### src/rtl/receptor_serial_pkg.sv
// Shared definitions for the serial character receiver and the downstream
// character decoder: state encoding, default character width, and the
// character codes both blocks agree on.
package receptor_serial_pkg;

  // Default number of data bits per character
  localparam int unsigned LARGURA_PADRAO = 7;

  // Receiver frame states; PARIDADE is only reached when parity is built in
  typedef enum logic [2:0] {
    OCIOSO       = 3'd0,
    DADOS        = 3'd1,
    PARIDADE     = 3'd2,
    PARADA       = 3'd3,
    ESPERA_LINHA = 3'd4
  } estado_t;

  // Character codes recognised by the decoder
  localparam logic [LARGURA_PADRAO-1:0] C1 = 7'h31;
  localparam logic [LARGURA_PADRAO-1:0] C2 = 7'h32;
  localparam logic [LARGURA_PADRAO-1:0] C3 = 7'h33;
  localparam logic [LARGURA_PADRAO-1:0] C4 = 7'h34;
  localparam logic [LARGURA_PADRAO-1:0] C5 = 7'h35;
  localparam logic [LARGURA_PADRAO-1:0] C6 = 7'h36;
  localparam logic [LARGURA_PADRAO-1:0] C7 = 7'h37;
  localparam logic [LARGURA_PADRAO-1:0] C8 = 7'h38;

endpackage

### src/rtl/receptor_serial_registrador_deslocamento.sv
// LARGURA-bit shift-in register: new bits enter at the LSB, so the first bit
// shifted in ends up in the MSB after LARGURA shifts.
module receptor_serial_registrador_deslocamento
  import receptor_serial_pkg::*;
#(
  parameter int unsigned LARGURA = LARGURA_PADRAO
) (
  input  logic               clk,
  input  logic               i_limpa,
  input  logic               i_habilita,
  input  logic               i_bit,
  output logic [LARGURA-1:0] o_dados
);

  logic [LARGURA-1:0] r_dados;

  // Synchronous clear has priority over shifting
  always_ff @(posedge clk) begin
    if (i_limpa) begin
      r_dados <= '0;
    end else if (i_habilita) begin
      r_dados <= {r_dados[LARGURA-2:0], i_bit};
    end
  end

  assign o_dados = r_dados;

endmodule

### src/rtl/receptor_serial.sv
// Serial-to-parallel receiver: start bit, LARGURA data bits MSB first, stop
// bit, all sampled on the external Habilita bit strobe. Produces a one-cycle
// Controle strobe with each good character and a one-cycle Erro on framing
// faults. Define RECEPTOR_PARIDADE_EN to add an even-parity bit before stop.
module receptor_serial
  import receptor_serial_pkg::*;
#(
  parameter int unsigned LARGURA      = LARGURA_PADRAO,
  parameter logic        OCIOSO_NIVEL = 1'b1
) (
  input  logic               clk,
  input  logic               Reset,
  input  logic               Dado_serial,
  input  logic               Habilita,
  output logic [LARGURA-1:0] Caractere,
  output logic               Controle,
  output logic               Erro,
  output logic               Ocupado
);

  localparam int unsigned LARGURA_CONT = $clog2(LARGURA + 1);

  estado_t                 r_estado, w_estado_prox;
  logic [LARGURA_CONT-1:0] r_cont, w_cont_prox;
  logic [LARGURA-1:0]      r_caractere, w_caractere_prox;
  logic                    r_controle, w_controle_prox;
  logic                    r_erro, w_erro_prox;
  logic                    r_ocupado, w_ocupado_prox;
  logic                    w_desloca;
  logic [LARGURA-1:0]      w_registro;
`ifdef RECEPTOR_PARIDADE_EN
  logic                    r_par_erro, w_par_erro_prox;
`endif

  // Data bits accumulate here while in DADOS
  receptor_serial_registrador_deslocamento #(
    .LARGURA (LARGURA)
  ) u_registrador_deslocamento (
    .clk        (clk),
    .i_limpa    (Reset),
    .i_habilita (w_desloca),
    .i_bit      (Dado_serial),
    .o_dados    (w_registro)
  );

  // State, counter and output registers
  always_ff @(posedge clk) begin
    if (Reset) begin
      r_estado    <= OCIOSO;
      r_cont      <= '0;
      r_caractere <= '0;
      r_controle  <= 1'b0;
      r_erro      <= 1'b0;
      r_ocupado   <= 1'b0;
`ifdef RECEPTOR_PARIDADE_EN
      r_par_erro  <= 1'b0;
`endif
    end else begin
      r_estado    <= w_estado_prox;
      r_cont      <= w_cont_prox;
      r_caractere <= w_caractere_prox;
      r_controle  <= w_controle_prox;
      r_erro      <= w_erro_prox;
      r_ocupado   <= w_ocupado_prox;
`ifdef RECEPTOR_PARIDADE_EN
      r_par_erro  <= w_par_erro_prox;
`endif
    end
  end

  // Next-state and next-output logic; everything advances only on Habilita
  always_comb begin
    w_estado_prox    = r_estado;
    w_cont_prox      = r_cont;
    w_caractere_prox = r_caractere;
    w_controle_prox  = 1'b0;
    w_erro_prox      = 1'b0;
    w_ocupado_prox   = r_ocupado;
    w_desloca        = 1'b0;
`ifdef RECEPTOR_PARIDADE_EN
    w_par_erro_prox  = r_par_erro;
`endif

    if (Habilita) begin
      case (r_estado)
        OCIOSO: begin
          if (Dado_serial == ~OCIOSO_NIVEL) begin
            w_estado_prox  = DADOS;
            w_cont_prox    = '0;
            w_ocupado_prox = 1'b1;
`ifdef RECEPTOR_PARIDADE_EN
            w_par_erro_prox = 1'b0;
`endif
          end
        end

        DADOS: begin
          w_desloca   = 1'b1;
          w_cont_prox = r_cont + LARGURA_CONT'(1);
          if (r_cont == LARGURA_CONT'(LARGURA - 1)) begin
`ifdef RECEPTOR_PARIDADE_EN
            w_estado_prox = PARIDADE;
`else
            w_estado_prox = PARADA;
`endif
          end
        end

`ifdef RECEPTOR_PARIDADE_EN
        // Even parity: the parity bit must equal the XOR of the data bits
        PARIDADE: begin
          if (Dado_serial != (^w_registro)) begin
            w_par_erro_prox = 1'b1;
          end
          w_estado_prox = PARADA;
        end
`endif

        PARADA: begin
          w_ocupado_prox = 1'b0;
          if (Dado_serial == OCIOSO_NIVEL) begin
            w_estado_prox = OCIOSO;
`ifdef RECEPTOR_PARIDADE_EN
            if (r_par_erro) begin
              w_erro_prox = 1'b1;
            end else begin
              w_caractere_prox = w_registro;
              w_controle_prox  = 1'b1;
            end
`else
            w_caractere_prox = w_registro;
            w_controle_prox  = 1'b1;
`endif
          end else begin
            w_erro_prox   = 1'b1;
            w_estado_prox = ESPERA_LINHA;
          end
        end

        // A held-low line (break) must return idle before a new start counts
        ESPERA_LINHA: begin
          if (Dado_serial == OCIOSO_NIVEL) begin
            w_estado_prox = OCIOSO;
          end
        end

        default: begin
          w_estado_prox  = OCIOSO;
          w_ocupado_prox = 1'b0;
        end
      endcase
    end
  end

  assign Caractere = r_caractere;
  assign Controle  = r_controle;
  assign Erro      = r_erro;
  assign Ocupado   = r_ocupado;

endmodule

### config.mk
export PLATFORM = sky130hd
export DESIGN_NAME = receptor_serial
export DESIGN_NICKNAME = d
export VERILOG_FILES = /design/src/rtl/receptor_serial_pkg.sv /design/src/rtl/receptor_serial_registrador_deslocamento.sv /design/src/rtl/receptor_serial.sv
export SDC_FILE = /design/constraint.sdc
export NUM_CORES = 1
export LEC_CHECK = 0
export CAP_MARGIN = 20
export CORE_UTILIZATION = 46
export CTS_BUF_LIST = sky130_fd_sc_hd__clkbuf_8 sky130_fd_sc_hd__clkbuf_16
export DETAILED_ROUTE_END_ITERATION = 12
export PLACE_DENSITY = 0.72
export SLEW_MARGIN = 20
export SYNTH_ARGS = -nofsm -noshare
export SYNTH_HDL_FRONTEND = slang
export SYNTH_SLANG_ARGS = --single-unit
### constraint.sdc
create_clock -name clk -period 1.39 [get_ports clk]
set_clock_uncertainty 0.15 [all_clocks]
set_input_delay 0.139 -clock clk [delete_from_list [all_inputs] [get_ports clk]]
set_output_delay 0.139 -clock clk [all_outputs]
set_load 0.005 [all_outputs]
# [Yosys cells after proc, flatten, opt, wreduce, memory -nomap -nowiden]
# Index checks and enable logic that the tools add are counted.
[totals] ff_bits=23 inputBits=4 out_inout_bits=10 elab_cells=39
[classes] addsub=1 n_eq_ne=7 mux=13 bitwise_logic=3 reduce_logical=8
[ops] operator="2-to-1 mux 3 bit" count=5
[ops] operator="one-hot mux 3 bit (4 select lines)" count=1
[ops] operator="AND reduction 3 bit" count=3
[ops] operator="equality test 3 bit (second input constant)" count=2
[ops] operator="!= test 2 bit (second input constant)" count=3
[ops] operator="one-hot mux 3 bit (2 select lines)" count=1
[ops] operator="2-to-1 mux 1 bit" count=5
[ops] operator="AND reduction 4 bit" count=1
[ops] operator="adder 3 x 1 -> 3 bit (second input constant)" count=1
[ops] operator="equality test 3 x 1 -> 1 bit (second input constant)" count=1
[ops] operator="equality test 3 x 2 -> 1 bit (second input constant)" count=1
[ops] operator="logical NOT 3 bit" count=1
[ops] operator="inverter 1 bit" count=3
[ops] operator="OR reduction 3 bit" count=1
[ops] operator="one-hot mux 1 bit (2 select lines)" count=1
[ops] operator="nonzero test 2 bit" count=1
[ops] operator="OR reduction 2 bit" count=1

# [Logic depth before layout (Yosys ltp)]
[depth] depth_word=4 depth_mapped=5 ltp_nobuf=4

# [By module]
# A second synthesis with hierarchy kept.
[hier_totals] cells_unflattened=96 hier_area_um2=970.9
[by_module_without_submodules] mod="receptor_serial" instances=1 cells_each=74 area_per_inst_um2=723.2 seq_area_each_um2=320.3
[by_module_without_submodules] mod="receptor_serial_registrador_deslocamento" instances=1 cells_each=22 area_per_inst_um2=247.7 seq_area_each_um2=140.1

# [Least setup slack after synthesis]
# OpenSTA, ideal clock, no wires.
[synth_path] kind="flip-flop to flip-flop" from="register r_estado[2]" to="register r_cont[2]" setup_time_ns=0.074 t_arrival_ns=1.193 required_ns=1.166 slack_ns=-0.027 path_stages_with_launch=4 path_buffers=0 period_less_slack_ns=1.417 cell_sequence="dfxtp_1 -> or3b_1 -> or3_1 -> a31oi_1"
[synth_via] elab_chain_cells=3 elab_cells_between_ends=6 classes_between="eq/ne: 2; mux: 1; reduce/logical: 3"
[synth_lines] item="from (decl)" line_no="receptor_serial.sv:23" source="estado_t r_estado, w_estado_prox;"
[synth_lines] item="from (signal assigned)" line_no="receptor_serial.sv:59" source="r_estado <= w_estado_prox;"
[synth_lines] item="equality test 3 x 1 -> 1 bit or logical NOT 3 bit (tied branches)" line_no="receptor_serial.sv:85" source="case (r_estado)"
[synth_lines] item="nonzero test 2 bit (no source line) or != test 2 bit (tied branches)"
[synth_lines] item="AND reduction 3 bit (no source line)"
[synth_lines] item="to (signal assigned)" line_no="receptor_serial.sv:60" source="r_cont <= w_cont_prox;"
[synth_lines] item="to (decl)" line_no="receptor_serial.sv:24" source="logic [LARGURA_CONT-1:0] r_cont, w_cont_prox;"
# Parallel ways exist; a longest one is shown, timed or not.
# A chain may end at the register's enable or synchronous reset.

# [Worst setup path in the final report]
# Same ends and word-level chain as after synthesis.

==> impl_metrics.tcl <==
set metrics [dict create \
    crit_chain "or3b_4 -> or3_1 -> a31oi_1" \
    initial_core_util_pct 49.2 \
    yosys_register_bits 23 \
    placementRows 16 \
    total_drc_errors_in_the_routed_layout 0 \
    synth_edf_count 0 \
    worst_hold_path_type "primary input to flip-flop" \
    drv_cap 0 \
    post-synth-top-area-cell "dfxtp_1" \
    gp_congestion 0.777 \
    synth_cell_types 27 \
    drt-pass1-iter-count 4 \
    boundaryPins 14 \
    grt_pass1_vias 664 \
    fmax_mhz 702 \
    arrival_ps 1470 \
    net-switching-power_uw 257 \
    final_net_count 141 \
    overall_via_count_from_detail_route 818 \
    timing.slew.headroom_pct 83.3 \
    leakage_power_nw 0.636 \
    worst_ep_required_time_ps 1440 \
    setup_viol_count_final 4 \
    yosys_warnings 0 \
    violations "setup timing" \
    ys_seq_area_share_pct 47.2 \
    synth_top_flop_cell "dfxtp_1" \
    numPortBuffers 13 \
    grt_setup_unrepaired "yes" \
    status "finished with violations" \
    timing.setup.critical_path_class "flip-flop to flip-flop" \
    async_reset_ff_share_pct 0 \
    clock_path_buffers 2 \
    synth_top_cell_area_share_pct 47.2 \
    vdd_ir_drop_max_mv 0.600 \
    netlist_area_before_placement_sq_um 976 \
    die-area_sq_um 2310 \
    clock_tree_from_tritoncts "yes" \
    fin_area_sq_um 1350 \
    synth.top_cells.by_area "dfxtp_1, nand2b_1, mux2i_1" \
    dp_slack_ps -390 \
    cellInternalPower_uw 923 \
    fin_util_pct 68.3 \
    switching_share_pct 21.8 \
    layout.cells.non_filler 161 \
    synthCells 109 \
    die_h_um 48.1 \
    powerDensity_nw_per_um2 872 \
    cts_root_buffer "clkbuf_8" \
    grt_first_pass_wirelength_mm 2.88 \
    layout_filler_cell_count 159 \
    initial_antenna_violation_count 0 \
    worstPathBufferInverterCount 0 \
    diodes 0 \
    globalRoute.totalOverflow 0 \
    path_max_fanout 5 \
    postRouteWirelength_mm 1.90 \
    share_comb_of_total_power_pct 9.3 \
    drt-initial-drc-count 7 \
    vias_per_inst 5.08 \
    layout_worst_path_cycle_share_pct 102 \
    clkLatencyLatePin_ps 260 \
    setup_slack_ps -33.7 \
    critical-path-max-stage-delay_ps 390 \
    area.growth.synth_to_final_pct 38.7 \
    power_mw 1.18 \
    detailed_place.area_sq_um 1220 \
    chipWidth_um 48.1 \
    cts_made_buffers 3 \
    max_slew.worst_pin.slew_ps 251 \
    core_sq_um 1980 \
    worstSetupStartpointType "flip-flop" \
    clock_power_share_pct 33.5 \
    most_numerous_cell_in_the_yosys_netlist "dfxtp_1" \
    gr-usage-all-layers_pct 18.2 \
    cts.sinks 23 \
    crit_end_category "flip-flop" \
    synth_area_per_cell_sq_um 8.95 \
    power.share.sequential_pct 57.2 \
    timing.final.crit_period_ps 1420 \
    critical-path-slowest-cell "or3b_4" \
    ctsHtreeMaxLevel 1 \
    antenna_violating_nets_post_route 0 \
    placed_cells_incl_taps 153 \
    layout-drive-gt1-share_pct 22.4 \
    grt_max_degree 31 \
    dp.final_hpwl_mm 1.21 \
    post_syn_nets 115 \
    hold_violations 0 \
    routedWlPerCell_um 11.8 \
    slew_violations 0 \
    critPathTopFamily "simple AND/OR/NAND/NOR gates" \
    synth.top_cells.by_count "dfxtp_1, nand2b_1, o21ai_0" \
    clkSlewWorstSetupHoldPaths_ps 80 \
]
[stage by stage]
step | hold slack (ps) | TNS, ps
floorplan | 173 | 0
global placement | 305 | -5630
detailed placement | 309 | -6510
CTS | 235 | -80.4
global route | 278 | -713
finish | 248 | -73.6
[worst paths after layout]
check | from | to | slack [ps] | depth (start not counted)
hold reg to reg | Caractere[2]$_SDFFE_PP0P_ | Caractere[2]$_SDFFE_PP0P_ | 320 | 2
setup reg to reg | r_estado[2]$_SDFFE_PP0P_ | r_cont[2]$_SDFFE_PP0P_ | -30 | 3
setup / recovery | r_estado[2]$_SDFFE_PP0P_ | r_cont[2]$_SDFFE_PP0P_ | -30 | 3
hold / removal | Habilita | Ocupado$_SDFFE_PP0P_ | 250 | 4
[registers in the layout (all words and copies together) (netlist names)]
| register | count |
|---|---|
| Controle | 1 |
| Ocupado | 1 |
| r_estado | 3 |
| u_registrador_deslocamento.o_dados | 7 |
| r_cont | 3 |
| Erro | 1 |
| Caractere | 7 |
[routing by layer]
| layer | wire length (um) | track usage, % |
|---|---|---|
| met4 | 39 | 8.33 |
| met3 | 45 | 3.40 |
| met2 | 896 | 28.9 |
| met5 | 0 | 0 |
| met1 | 918 | 23.9 |
[worst min-delay path: cells and delay by family]
family / cells / cell delay [ps]
AND/OR/NAND/NOR: 1 / 70
AO/OA/AOI/OAI: 1 / 60
buffers and inverters: 2 / 360
[cells in the final DEF, fill, tap and decap left out]
master	instances
buf_4	12
clkbuf_8	3
a21oi_1	8
o21ai_0	4
mux2i_1	7
a31oi_1	1
nor3b_1	1
o21ai_1	6
nand2b_1	15
o21ai_2	1
buf_12	2
buf_6	1
or3b_4	1
nand4b_1	1
nor2_2	1
a221oi_1	1
ha_1	2
o31ai_1	1
nor2_1	5
o21bai_1	1
a32oi_1	1
a2bb2oi_1	2
nor2b_1	1
inv_1	5
clkdlybuf4s50_1	3
a211oi_2	1
nor4bb_4	1
nand2_1	9
dfxtp_1	16
nand3b_1	1
dlygate4sd2_1	1
dlymetal6s2s_1	9
dfxtp_2	7
nor3_1	2
or3_1	1
[repair_timing]
action,CTS,global route
resized for setup,15,16
hold buffers,0,0
gates cloned,1,0
setup buffers,3,0
endpoints found under the setup margin,20,27
pin swaps,4,2
[area by class of cell]
type / count / area, sq um / area share, %
Multi-Input combinational cell: 75 / 498 / 36.8
Sequential cell: 23 / 469 / 34.7
Timing Repair Buffer: 28 / 293 / 21.6
Clock buffer: 3 / 41.3 / 3.05
Tap cell: 27 / 33.8 / 2.50
Inverter: 4 / 15.0 / 1.11
Clock inverter: 1 / 3.75 / 0.277
[kinds of logic (layout without fill, tap and decap cells)]
logic type / count (synthesis) / after routing / share of synthesized area [%]
simple gates: 39 / 39 / 22.3
compound gates: 27 / 27 / 16.3
flops: 23 / 23 / 47.2
buf+inv: 11 / 36 / 4.49
fa+ha+maj: 2 / 2 / 2.56
mux: 7 / 7 / 7.18
[power by group through the flow]
stage / clock [mW] / combinational [mW] / sequential [mW]
2_1_floorplan: 0 / 0.0562 / 0.687
3_3_place_gp: 0 / 0.0938 / 0.690
3_5_place_dp: 0 / 0.0954 / 0.690
4_1_cts: 0.415 / 0.107 / 0.674
5_1_grt: 0.452 / 0.119 / 0.676
6_report: 0.396 / 0.110 / 0.675
(Power assumes the default switching activity.)
